[config.mk]
export PLATFORM = sky130hd
export DESIGN_NAME = mapped_bus_fabric_flat
export DESIGN_NICKNAME = d
export VERILOG_FILES = /design/src/rtl/mapped_bus_fabric_if.sv /design/src/rtl/mapped_bus_fabric.sv /design/src/flat_wrapper.sv
export SDC_FILE = /design/constraint.sdc
export NUM_CORES = 1
export LEC_CHECK = 0
export ABC_AREA = 1
export CAP_MARGIN = 15
export CORE_MARGIN = 2
export CORE_UTILIZATION = 41
export DETAILED_ROUTE_END_ITERATION = 16
export PLACE_DENSITY = 0.88
export SYNTH_ARGS = -nofsm -noshare
export SYNTH_HDL_FRONTEND = slang
export SYNTH_SLANG_ARGS = --single-unit
[constraint.sdc]
create_clock -name i_clk -period 1.8 [get_ports i_clk]
set_clock_uncertainty 0.15 [all_clocks]
set_input_delay 0.45 -clock i_clk [delete_from_list [all_inputs] [get_ports i_clk]]
set_output_delay 0.45 -clock i_clk [all_outputs]
set_load 0.02 [all_outputs]
[src/rtl/mapped_bus_fabric_if.sv]
// Core memory bus seen by mapped_bus_fabric: request side from the master,
// registered read data and handshake flags back from the fabric.
interface mapped_bus_fabric_if #(
  parameter int unsigned ADDR_W = 14
);
  logic [ADDR_W-1:0] i_memAddr;
  logic [15:0]       i_memDataIn;
  logic              i_memWrEn;
  logic              i_memRdEn;
  logic [15:0]       o_memDataOut;
  logic              o_memReady;
  logic              o_memBusy;

  modport master (
    output i_memAddr, i_memDataIn, i_memWrEn, i_memRdEn,
    input  o_memDataOut, o_memReady, o_memBusy
  );

  modport slave (
    input  i_memAddr, i_memDataIn, i_memWrEn, i_memRdEn,
    output o_memDataOut, o_memReady, o_memBusy
  );
endinterface

[src/rtl/mapped_bus_fabric.sv]
// Memory-mapped fabric: decodes the core bus onto NUM_SLOTS four-register slots
// with ready/wait handshake, timeout watchdog and a W1C error window.
module mapped_bus_fabric #(
  parameter int unsigned ADDR_W    = 14,
  parameter int unsigned BASE_ADDR = 0,
  parameter int unsigned NUM_SLOTS = 4,
  parameter int unsigned TIMEOUT   = 15
) (
  input  logic                      i_clk,
  input  logic                      i_rstn,
  mapped_bus_fabric_if.slave        bus,
  output logic [NUM_SLOTS-1:0]      o_slotSel,
  output logic [NUM_SLOTS-1:0]      o_slotWrEn,
  output logic [1:0]                o_slotAddr,
  output logic [15:0]               o_slotDataIn,
  input  logic [16*NUM_SLOTS-1:0]   i_slotDataOut,
  input  logic [NUM_SLOTS-1:0]      i_slotReady,
  output logic                      o_intErr
);

  typedef enum logic [1:0] {S_IDLE, S_ACCESS, S_DONE} state_t;

  state_t              r_state;
  state_t              w_stateNext;
  logic [ADDR_W-1:0]   r_addr;
  logic [15:0]         r_slotDataIn;
  logic                r_write;
  logic [3:0]          r_slotIdx;
  logic [7:0]          r_waitCnt;
  logic [15:0]         r_memDataOut;
  logic [1:0]          r_errStat;
  logic [ADDR_W-1:0]   r_errAddr;

  logic                w_req;
  logic                w_below;
  logic [ADDR_W-1:0]   w_off;
  logic [ADDR_W-3:0]   w_blk;
  logic                w_slotHit;
  logic                w_winHit;
  logic [15:0]         w_winRd;
  logic                w_slotRdy;
  logic [15:0]         w_slotRd;
  logic [NUM_SLOTS-1:0] w_slotOneHot;
  logic [8:0]          w_cntP1;
  logic                w_latch;
  logic                w_cntClr;
  logic                w_cntInc;
  logic                w_doneLoad;
  logic [15:0]         w_doneData;
  logic [1:0]          w_errSet;
  logic [1:0]          w_errClr;
  logic [ADDR_W-1:0]   w_errAddrVal;

  // Address decode relative to BASE_ADDR; addresses below the base never hit.
  assign w_req     = bus.i_memWrEn | bus.i_memRdEn;
  assign w_below   = bus.i_memAddr < ADDR_W'(BASE_ADDR);
  assign w_off     = bus.i_memAddr - ADDR_W'(BASE_ADDR);
  assign w_blk     = w_off[ADDR_W-1:2];
  assign w_slotHit = !w_below && (w_blk <  (ADDR_W-2)'(NUM_SLOTS));
  assign w_winHit  = !w_below && (w_blk == (ADDR_W-2)'(NUM_SLOTS));
  assign w_cntP1   = {1'b0, r_waitCnt} + 9'd1;

  always_comb begin
    w_winRd = 16'h0000;
    case (w_off[1:0])
      2'd0:    w_winRd = {14'h0000, r_errStat};
      2'd1:    w_winRd = 16'(r_errAddr);
      default: w_winRd = 16'h0000;
    endcase
  end

  always_ff @(posedge i_clk or negedge i_rstn) begin
    if (!i_rstn) r_state <= S_IDLE;
    else         r_state <= w_stateNext;
  end

  always_comb begin
    w_slotRdy    = 1'b0;
    w_slotRd     = 16'h0000;
    w_slotOneHot = '0;
    w_stateNext  = r_state;
    w_latch      = 1'b0;
    w_cntClr     = 1'b0;
    w_cntInc     = 1'b0;
    w_doneLoad   = 1'b0;
    w_doneData   = 16'h0000;
    w_errSet     = 2'b00;
    w_errClr     = 2'b00;
    w_errAddrVal = r_addr;
    o_slotSel    = '0;
    o_slotWrEn   = '0;
    bus.o_memReady = 1'b0;
    bus.o_memBusy  = (r_state != S_IDLE);

    // Only the latched slot's ready and data are ever looked at.
    for (int k = 0; k < NUM_SLOTS; k++) begin
      if (r_slotIdx == 4'(k)) begin
        w_slotRdy       = i_slotReady[k];
        w_slotRd        = i_slotDataOut[16*k +: 16];
        w_slotOneHot[k] = 1'b1;
      end
    end

    case (r_state)
      S_IDLE: begin
        if (w_req) begin
          w_latch = 1'b1;
          if (w_slotHit) begin
            w_stateNext = S_ACCESS;
            w_cntClr    = 1'b1;
          end else begin
            w_stateNext = S_DONE;
            w_doneLoad  = 1'b1;
            if (w_winHit) begin
              if (bus.i_memWrEn) begin
                if (w_off[1:0] == 2'd0) w_errClr = bus.i_memDataIn[1:0];
              end else begin
                w_doneData = w_winRd;
              end
            end else begin
              w_errSet     = 2'b01;
              w_errAddrVal = bus.i_memAddr;
            end
          end
        end
      end
      S_ACCESS: begin
        o_slotSel  = w_slotOneHot;
        o_slotWrEn = r_write ? w_slotOneHot : '0;
        if (w_slotRdy) begin
          w_stateNext = S_DONE;
          w_doneLoad  = 1'b1;
          w_doneData  = r_write ? 16'h0000 : w_slotRd;
        end else if (w_cntP1 == 9'(TIMEOUT)) begin
          w_stateNext = S_DONE;
          w_doneLoad  = 1'b1;
          w_errSet    = 2'b10;
        end else begin
          w_cntInc = 1'b1;
        end
      end
      S_DONE: begin
        bus.o_memReady = 1'b1;
        w_stateNext    = S_IDLE;
      end
      default: w_stateNext = S_IDLE;
    endcase
  end

  // Error set beats a simultaneous W1C; the address is kept only for the first error.
  always_ff @(posedge i_clk or negedge i_rstn) begin
    if (!i_rstn) begin
      r_addr       <= '0;
      r_slotDataIn <= 16'h0000;
      r_write      <= 1'b0;
      r_slotIdx    <= 4'd0;
      r_waitCnt    <= 8'd0;
      r_memDataOut <= 16'h0000;
      r_errStat    <= 2'b00;
      r_errAddr    <= '0;
    end else begin
      if (w_latch) begin
        r_addr       <= bus.i_memAddr;
        r_slotDataIn <= bus.i_memDataIn;
        r_write      <= bus.i_memWrEn;
        r_slotIdx    <= w_blk[3:0];
      end
      if (w_cntClr)      r_waitCnt <= 8'd0;
      else if (w_cntInc) r_waitCnt <= r_waitCnt + 8'd1;
      if (w_doneLoad)    r_memDataOut <= w_doneData;
      r_errStat <= (r_errStat & ~w_errClr) | w_errSet;
      if ((w_errSet != 2'b00) && (r_errStat == 2'b00)) r_errAddr <= w_errAddrVal;
    end
  end

  assign bus.o_memDataOut = r_memDataOut;
  assign o_slotAddr       = r_addr[1:0];
  assign o_slotDataIn     = r_slotDataIn;
  assign o_intErr         = |r_errStat;

endmodule

[src/flat_wrapper.sv]
// flat-port wrapper written by rule: the top's interface ports become plain ports
module mapped_bus_fabric_flat 
#(
  parameter int unsigned ADDR_W    = 14,
  parameter int unsigned BASE_ADDR = 0,
  parameter int unsigned NUM_SLOTS = 4,
  parameter int unsigned TIMEOUT   = 15
)
  (i_clk, i_rstn, o_slotSel, o_slotWrEn, o_slotAddr, o_slotDataIn, i_slotDataOut, i_slotReady, o_intErr, bus_i_memAddr, bus_i_memDataIn, bus_i_memWrEn, bus_i_memRdEn, bus_o_memDataOut, bus_o_memReady, bus_o_memBusy);
  mapped_bus_fabric_if #(.ADDR_W(ADDR_W)) bus_i ();
  input  logic i_clk;
  input  logic i_rstn;
  output logic [NUM_SLOTS-1:0] o_slotSel;
  output logic [NUM_SLOTS-1:0] o_slotWrEn;
  output logic [1:0] o_slotAddr;
  output logic [15:0] o_slotDataIn;
  input  logic [16*NUM_SLOTS-1:0] i_slotDataOut;
  input  logic [NUM_SLOTS-1:0] i_slotReady;
  output logic o_intErr;
  input wire logic [$bits(bus_i.i_memAddr)-1:0] bus_i_memAddr;
  input wire logic [$bits(bus_i.i_memDataIn)-1:0] bus_i_memDataIn;
  input wire logic [$bits(bus_i.i_memWrEn)-1:0] bus_i_memWrEn;
  input wire logic [$bits(bus_i.i_memRdEn)-1:0] bus_i_memRdEn;
  output wire logic [$bits(bus_i.o_memDataOut)-1:0] bus_o_memDataOut;
  output wire logic [$bits(bus_i.o_memReady)-1:0] bus_o_memReady;
  output wire logic [$bits(bus_i.o_memBusy)-1:0] bus_o_memBusy;
  assign bus_i.i_memAddr = bus_i_memAddr;
  assign bus_i.i_memDataIn = bus_i_memDataIn;
  assign bus_i.i_memWrEn = bus_i_memWrEn;
  assign bus_i.i_memRdEn = bus_i_memRdEn;
  assign bus_o_memDataOut = bus_i.o_memDataOut;
  assign bus_o_memReady = bus_i.o_memReady;
  assign bus_o_memBusy = bus_i.o_memBusy;
  mapped_bus_fabric #(.ADDR_W(ADDR_W), .BASE_ADDR(BASE_ADDR), .NUM_SLOTS(NUM_SLOTS), .TIMEOUT(TIMEOUT)) u_core (.i_clk(i_clk), .i_rstn(i_rstn), .bus(bus_i), .o_slotSel(o_slotSel), .o_slotWrEn(o_slotWrEn), .o_slotAddr(o_slotAddr), .o_slotDataIn(o_slotDataIn), .i_slotDataOut(i_slotDataOut), .i_slotReady(i_slotReady), .o_intErr(o_intErr));
endmodule
## Yosys cells after proc, flatten, opt, wreduce, memory -nomap -nowiden

Index checks and enable logic that the tools add are counted.

- $lt $le $gt $ge: 2
- Mux-type cells: 60
- $add $sub $neg: 2
- Reduce and logical (&&, ||, !) cells: 13
- Bitwise logic cells: 4
- Eq/ne operators: 10

Operators by type and width:

| kind | count |
|---|---|
| 2-to-1 mux 16 bit | 10 |
| 2-to-1 mux 14 bit | 4 |
| one-hot mux 16 bit (2 select lines) | 1 |
| 2-to-1 mux 2 bit | 14 |
| one-hot mux 14 bit (2 select lines) | 1 |
| 2-to-1 mux 1 bit | 22 |
| 2-to-1 mux 8 bit | 2 |
| less-than comparator 14 x 1 -> 1 bit, second input constant | 1 |
| == test 12 x 3 -> 1 bit, second input constant | 1 |
| less-than comparator 12 x 3 -> 1 bit, second input constant | 1 |
| 2-to-1 mux 4 bit | 3 |
| adder 8 x 1 -> 9 bit, second input constant | 1 |
| == test 9 x 4 -> 1 bit, second input constant | 1 |
| adder 8 x 1 -> 8 bit, second input constant | 1 |
| == test 4 x 2 -> 1 bit, second input constant | 2 |
| one-hot mux 2 bit (2 select lines) | 2 |
| zero test 2 bit | 3 |
| nonzero test 2 bit | 3 |
| == test 2 x 1 -> 1 bit, second input constant | 2 |
| == test 4 x 1 -> 1 bit, second input constant | 1 |
| zero test 4 bit | 1 |
| logical AND 1 bit | 3 |
| != test 3 x 1 -> 1 bit, second input constant | 1 |
| AND 2 bit | 1 |
| other kinds (9) | 9 |

- Output and inout port bits: 45
- Register bits after elaboration: 77
- Input port bits: 102
- Logic and storage cells: 100

## Logic depth before layout (Yosys ltp)

- Depth in word-level cells: 10
- Mapped depth: 13
- Gate-level depth less buffers: 12

## Worst setup path before layout

Ideal clock, no wire load.

- Path type: reg-to-output
- Start: register, netlist name u_core.r_addr[5]
- End: output o_slotWrEn[2]
- Cell stages (with the launch flop): 8
- Slack: -0.530 ns
- Data required time: 1.200 ns
- Arrival: 1.730 ns
- Path through: dfrtp_1 -> nor2_1 -> nand2_1 -> buf_2 -> nor2_2 -> inv_1 -> clkbuf_1 -> nor3_1

RTL lines:

| element | line | source |
|---|---|---|
| end, declared | flat_wrapper.sv:14 | `output logic [NUM_SLOTS-1:0] o_slotWrEn;` |

## Worst setup path in the final report

- Start: register u_core.r_waitCnt[0]
- End: register u_core.r_errAddr[13]

- Cells in the longest elaborated chain, start to end: 7

RTL lines:

| element | line | source |
|---|---|---|
| start, declared | mapped_bus_fabric.sv:29 | `logic [7:0] r_waitCnt;` |
| start signal, assigned | mapped_bus_fabric.sv:169 | `else if (w_cntInc) r_waitCnt <= r_waitCnt + 8'd1;` |
| adder 8 x 1 -> 9 bit | mapped_bus_fabric.sv:61 | `assign w_cntP1 = {1'b0, r_waitCnt} + 9'd1;` |
| == test 9 x 4 -> 1 bit | mapped_bus_fabric.sv:134 | `end else if (w_cntP1 == 9'(TIMEOUT)) begin` |
| 2-to-1 mux 2 bit | mapped_bus_fabric.sv:134 |  |
| 2-to-1 mux 2 bit | mapped_bus_fabric.sv:130 | `if (w_slotRdy) begin` |
| one-hot mux 2 bit (2 select lines) | mapped_bus_fabric.sv:104 | `case (r_state)` |
| nonzero test 2 bit | mapped_bus_fabric.sv:172 | `if ((w_errSet != 2'b00) && (r_errStat == 2'b00)) r_errAddr <= w_errAddrVal;` |
| logical AND 1 bit | mapped_bus_fabric.sv:172 |  |
| end signal, assigned | mapped_bus_fabric.sv:172 |  |
| end, declared | mapped_bus_fabric.sv:32 | `logic [ADDR_W-1:0] r_errAddr;` |

No other way between the ends.
A chain may end at the register's enable or synchronous reset.

==> report_table.html <==
<table>
<tr><th>Metric</th><th>Value</th></tr>
<tr><th colspan="2">CTS</th></tr>
<tr><td>CTS root buf</td><td>sky130_fd_sc_hd__clkbuf_8</td></tr>
<tr><td>Clock tree from TritonCTS</td><td>built</td></tr>
<tr><td>Number of buffers created by CTS</td><td>9</td></tr>
<tr><td>Longest Clk Path Bufs</td><td>2</td></tr>
<tr><td>Total number of clock tree sinks</td><td>73</td></tr>
<tr><td>H-Tree Depth</td><td>3</td></tr>
<tr><td>Skew-Pair Late Insertion Delay</td><td>350 ps</td></tr>
<tr><td>Clock transition time at the flip-flop clock pins of the worst setup and hold paths</td><td>80 ps</td></tr>
<tr><th colspan="2">Worst setup path</th></tr>
<tr><td>Category of the most critical setup path</td><td>reg -&gt; reg</td></tr>
<tr><td>Capturing instance or port of the critical path</td><td>u_core.r_errAddr[13]</td></tr>
<tr><td>Maximum fanout count along the critical path</td><td>5</td></tr>
<tr><td>Crit path cell chain</td><td>ha_4, nand2_1, inv_2, nor2_4, nand3_2, nor2_2, nand3_4, o21bai_4, buf_6, buf_16, nand3_1, nand2_2</td></tr>
<tr><td>R2R cell count</td><td>12</td></tr>
<tr><td>Launching point of the worst reg2reg path</td><td>u_core.r_waitCnt[0]</td></tr>
<tr><td>Slowest cell delay on critical path</td><td>440 ps</td></tr>
<tr><td>Worst setup startpoint</td><td>u_core.r_waitCnt[0]</td></tr>
<tr><td>Register-to-register path setup slack</td><td>-380 ps</td></tr>
<tr><td>Slowest library cell on the worst path</td><td>sky130_fd_sc_hd__dfrtp_1</td></tr>
<tr><td>Element type at the critical path start</td><td>flip-flop</td></tr>
<tr><td>Arrival time worst endpoint</td><td>2320 ps</td></tr>
<tr><td>Kind of capture point of the worst setup path</td><td>flip-flop</td></tr>
<tr><td>Required @ worst endpoint</td><td>1940 ps</td></tr>
<tr><td>Destination of the worst register-to-register timing path</td><td>u_core.r_errAddr[13]</td></tr>
<tr><th colspan="2">Route</th></tr>
<tr><td>Final WL</td><td>15,700 um</td></tr>
<tr><td>Via-to-Cell Ratio</td><td>5.43</td></tr>
<tr><td>Drt wl/cell</td><td>17.6 um</td></tr>
<tr><td>Number of design-rule violations left by the first detailed-router iteration</td><td>497</td></tr>
<tr><td>Count of nets left with antenna violations after detail routing</td><td>0</td></tr>
<tr><td>First-pass DRT Iterations</td><td>6</td></tr>
<tr><td>Detailed-route via count</td><td>4,834</td></tr>
<tr><td>DRC violation count after routing</td><td>0</td></tr>
<tr><th colspan="2">STA</th></tr>
<tr><td>Fraction of the cycle the final worst path needs</td><td>121%</td></tr>
<tr><td>Final worst slack</td><td>-376 ps</td></tr>
<tr><td>Worst-Margin Slew</td><td>454 ps</td></tr>
<tr><td>Max Clock Freq</td><td>460 MHz</td></tr>
<tr><td>Worst rel slew slack</td><td>69.8%</td></tr>
<tr><td>Post-route minimum period</td><td>2180 ps</td></tr>
<tr><td>Final hold violation count</td><td>0</td></tr>
<tr><td>RSZ-0062 raised after global routing</td><td>yes</td></tr>
<tr><td>Final slew viol count</td><td>0</td></tr>
<tr><td>Final setup violation count</td><td>49</td></tr>
<tr><th colspan="2">Yosys</th></tr>
<tr><td>Fraction of the mapped netlist area in compound gates</td><td>10.7%</td></tr>
<tr><td>Syn Inst Count</td><td>534</td></tr>
<tr><td>Number of distinct library cells after synthesis</td><td>29</td></tr>
<tr><td>Main area contributors after synthesis</td><td>sky130_fd_sc_hd__dfrtp_1 (46%), sky130_fd_sc_hd__nand2_1 (17%), sky130_fd_sc_hd__nand3_1 (9.4%)</td></tr>
<tr><td>Post-synth top area share</td><td>46.2%</td></tr>
<tr><td>EDFF count, synth</td><td>0</td></tr>
<tr><td>Adder-cell area share of the yosys netlist</td><td>0.633%</td></tr>
<tr><td>Synth Area in XOR/XNOR</td><td>0.221%</td></tr>
<tr><td>Dominant cell type by area after synthesis</td><td>sky130_fd_sc_hd__dfrtp_1</td></tr>
<tr><td>Warning count from the yosys run</td><td>0</td></tr>
<tr><td>Synth Area in Simple Gates</td><td>35.7%</td></tr>
<tr><td>Total standard cell area after synthesis</td><td>3960 sq um</td></tr>
<tr><td>Synthesized netlist net count</td><td>638</td></tr>
<tr><td>Mean instance size in the synthesized netlist</td><td>7.41 sq um</td></tr>
<tr><td>Proportion of synthesized flip-flops having asynchronous set or reset</td><td>100%</td></tr>
<tr><td>FF+latch count, synth</td><td>73</td></tr>
<tr><td>Share of the yosys chip area belonging to registers</td><td>46.2%</td></tr>
<tr><td>Top flip-flop cell by instance count after synthesis</td><td>sky130_fd_sc_hd__dfrtp_1</td></tr>
<tr><td>Share of cell area taken by muxes after synthesis</td><td>0%</td></tr>
<tr><td>Main combinational cell family by area after synthesis</td><td>simple AND/OR/NAND/NOR gates</td></tr>
<tr><th colspan="2">Die</th></tr>
<tr><td>Std-Cell Rows</td><td>35</td></tr>
<tr><td>Die height</td><td>102 um</td></tr>
<tr><td>Initial cell density of the core</td><td>42.6%</td></tr>
<tr><td>Boundary pin count</td><td>147</td></tr>
<tr><td>Die boundary width</td><td>102 um</td></tr>
<tr><td>Die area</td><td>10,500 sq um</td></tr>
<tr><td>Core area</td><td>9280 sq um</td></tr>
<tr><th colspan="2">Power</th></tr>
<tr><td>Static leakage</td><td>3.46 nW</td></tr>
<tr><td>Switching share of power</td><td>41.0%</td></tr>
<tr><td>Cell Pwr Density</td><td>1240 nW/um^2</td></tr>
<tr><td>Sequential cell fraction of total power</td><td>28.8%</td></tr>
<tr><td>Switching power summed over all nets</td><td>0.00354 W</td></tr>
<tr><td>Total internal power</td><td>0.00509 W</td></tr>
<tr><td>Clk pwr share</td><td>18.3%</td></tr>
<tr><td>Fraction of power consumed by combinational cells</td><td>52.8%</td></tr>
<tr><td>Worst supply voltage drop on vdd</td><td>0.849 mV</td></tr>
<tr><th colspan="2">Placed design</th></tr>
<tr><td>Cell area reported after detailed placement</td><td>6060 sq um</td></tr>
<tr><td>HPWL after detailed placement</td><td>10,000 um</td></tr>
<tr><td>Port buffer count</td><td>146</td></tr>
<tr><td>Global placer's final weighted congestion</td><td>0.887</td></tr>
<tr><th colspan="2">Global routing</th></tr>
<tr><td>Global-route wire length before repair</td><td>23,700 um</td></tr>
<tr><td>Pin count of the biggest net entering global routing</td><td>35</td></tr>
<tr><td>Antenna violations before repair</td><td>1</td></tr>
<tr><td>Vias in the first global route</td><td>4,827</td></tr>
<tr><td>Total GRT Usage</td><td>29.4%</td></tr>
<tr><td>Overflow left after global routing</td><td>0</td></tr>
<tr><th colspan="2">Finish</th></tr>
<tr><td>Utilization after layout</td><td>74.7%</td></tr>
<tr><td>Synth-to-Final Area Change</td><td>75.3%</td></tr>
<tr><td>Final Cell Area</td><td>6930 sq um</td></tr>
<tr><td>Area taken by flip-flops and latches</td><td>1830 sq um</td></tr>
<tr><td>Number of inserted filler cells in the final layout</td><td>642</td></tr>
<tr><td>Fraction of final layout cells with drive strength greater than 1</td><td>27.6%</td></tr>
<tr><td>NumNets Final</td><td>862</td></tr>
<tr><td>Area of combinational cells with multiple inputs</td><td>2310 sq um</td></tr>
<tr><td># diodes</td><td>0</td></tr>
<tr><th colspan="2">Hold path</th></tr>
<tr><td>Min-delay worst type</td><td>in -&gt; reg</td></tr>
<tr><td>Source of the worst hold timing path</td><td>bus_i_memAddr[11]</td></tr>
<tr><th colspan="2">Run status</th></tr>
<tr><td>Violations in the final reports</td><td>negative setup slack</td></tr>
<tr><td>Outcome</td><td>finished, violations left</td></tr>
<tr><th colspan="2">Flow run</th></tr>
<tr><td>MaxCap Viol Count</td><td>0</td></tr>
</table>
## synthesized netlist by cell type (2+ instances only)
| master | n |
|---|---|
| sky130_fd_sc_hd__a221oi_1 | 6 |
| sky130_fd_sc_hd__a21oi_1 | 2 |
| sky130_fd_sc_hd__nand2_1 | 182 |
| sky130_fd_sc_hd__nand2_2 | 2 |
| sky130_fd_sc_hd__nand3_2 | 2 |
| sky130_fd_sc_hd__o221ai_1 | 6 |
| sky130_fd_sc_hd__inv_1 | 38 |
| sky130_fd_sc_hd__buf_2 | 5 |
| sky130_fd_sc_hd__o21ai_0 | 40 |
| sky130_fd_sc_hd__a31oi_1 | 3 |
| sky130_fd_sc_hd__o22ai_1 | 5 |
| sky130_fd_sc_hd__o21a_1 | 5 |
| sky130_fd_sc_hd__nor3b_1 | 7 |
| sky130_fd_sc_hd__inv_2 | 3 |
| sky130_fd_sc_hd__nor2_1 | 41 |
| sky130_fd_sc_hd__buf_1 | 5 |
| sky130_fd_sc_hd__buf_4 | 3 |
| sky130_fd_sc_hd__nor3_1 | 8 |
| sky130_fd_sc_hd__ha_1 | 2 |
| sky130_fd_sc_hd__dfrtp_1 | 73 |
| sky130_fd_sc_hd__nand3b_1 | 2 |
| sky130_fd_sc_hd__clkbuf_1 | 11 |
| sky130_fd_sc_hd__nor2_2 | 4 |
| sky130_fd_sc_hd__nand3_1 | 74 |
## worst min path at each step
| stage | slack [ps] | depth (start not counted) | end |
|---|---|---|---|
| after floorplan | 4 | 0 | u_core.bus.o_memDataOut[0] |
| after global placement | 270 | 1 | u_core.o_slotDataIn[15] |
| after detailed placement | 270 | 1 | u_core.o_slotDataIn[14] |
| after CTS | 330 | 2 | u_core.o_slotDataIn[8] |
| after global routing | 280 | 3 | u_core.r_addr[11] |
| final | 220 | 3 | u_core.r_addr[11] |
## power by group through the flow
stage                     Combinational (W)  Clock, W  Sequential [W]
final                               0.00456   0.00158         0.00249
after global routing                0.00490   0.00165         0.00255
after CTS                           0.00423   0.00157         0.00246
after detailed placement            0.00373         0         0.00246
after global placement              0.00361         0         0.00246
after floorplan                     0.00192         0         0.00263
## metal layers
metal | wire length (um) | global-route usage, %
met1 | 5840 | 34.9
met2 | 7990 | 52.0
met3 | 1330 | 5.13
met4 | 512 | 13.0
met5 | 0 | 0
## state kept, by name, summed over array words and instances (netlist names)
name / count
u_core.r_errAddr: 14
u_core.r_write: 1
u_core.r_slotIdx: 3
u_core.r_waitCnt: 8
u_core.r_errStat: 2
u_core.o_slotDataIn: 16
u_core.r_state: 2
u_core.bus.o_memDataOut: 16
u_core.r_addr: 11
## final cells by class
class,instances,area share [%]
clock buffer,10,1.98
clock inverter,5,1.50
inverter,41,2.29
multi-input combinational,399,33.3
sequential,73,26.4
tap,129,2.33
timing repair buffer,234,32.2
## what timing repair did
action,in CTS,in global routing
buffers inserted,16,9
hold buffers,1,0
cloned,5,0
gates resized for setup,169,44
endpoints found under the setup margin,87,55
endpoints found under the hold margin,29,0
pin swaps,25,18
## per-stage QoR
| stage | setup TNS, ps | cells | hold slack, ps | total power, W | setup slack [ps] |
|---|---|---|---|---|---|
| after detailed placement | -28600 | 846 | 272 | 0.00619 | -579 |
| final | -12210 | 891 | 219 | 0.00862 | -376 |
| after global routing | -17970 | 891 | 281 | 0.00909 | -480 |
| after CTS | -9160 | 882 | 328 | 0.00826 | -276 |
| after floorplan | -2080 | 534 | 4.41 | 0.00455 | -185 |
| after global placement | -25240 | 846 | 269 | 0.00606 | -529 |
## critical path: cells and delay by family (launching register included)
family                     cells  cell delay (ps)
DFF                            1              440
buffers and inverters          3              300
AOI/OAI and AO/OA              1              240
and+or+nand+nor                7              770
adders and majority gates      1              200
## layout by cell type (no fill, tap or decap), types with 10 or more instances in the layout
| master | Yosys | final |
|---|---|---|
| sky130_fd_sc_hd__nand3_2 | 2 | 12 |
| sky130_fd_sc_hd__inv_1 | 38 | 32 |
| sky130_fd_sc_hd__dlygate4sd2_1 | 0 | 39 |
| sky130_fd_sc_hd__nand2_1 | 182 | 159 |
| sky130_fd_sc_hd__clkdlybuf4s50_1 | 0 | 91 |
| sky130_fd_sc_hd__dfrtp_1 | 73 | 69 |
| sky130_fd_sc_hd__buf_6 | 0 | 17 |
| sky130_fd_sc_hd__nor2_4 | 1 | 10 |
| sky130_fd_sc_hd__o21ai_0 | 40 | 34 |
| sky130_fd_sc_hd__nor2_2 | 4 | 11 |
| sky130_fd_sc_hd__buf_4 | 3 | 73 |
| sky130_fd_sc_hd__nand3_1 | 74 | 60 |
| sky130_fd_sc_hd__clkbuf_8 | 0 | 10 |
| sky130_fd_sc_hd__nor2_1 | 41 | 25 |
| sky130_fd_sc_hd__nand2_2 | 2 | 20 |
## cells by family (layout without fill, tap and decap cells)
group           count (synthesis)  in the layout
buf+inv                        65            290
compound gates                 68             68
fa+ha+maj                       2              2
flops                          73             73
simple gates                  325            328
xor+xnor                        1              1
No activity file was read; power rests on OpenSTA's default activity.
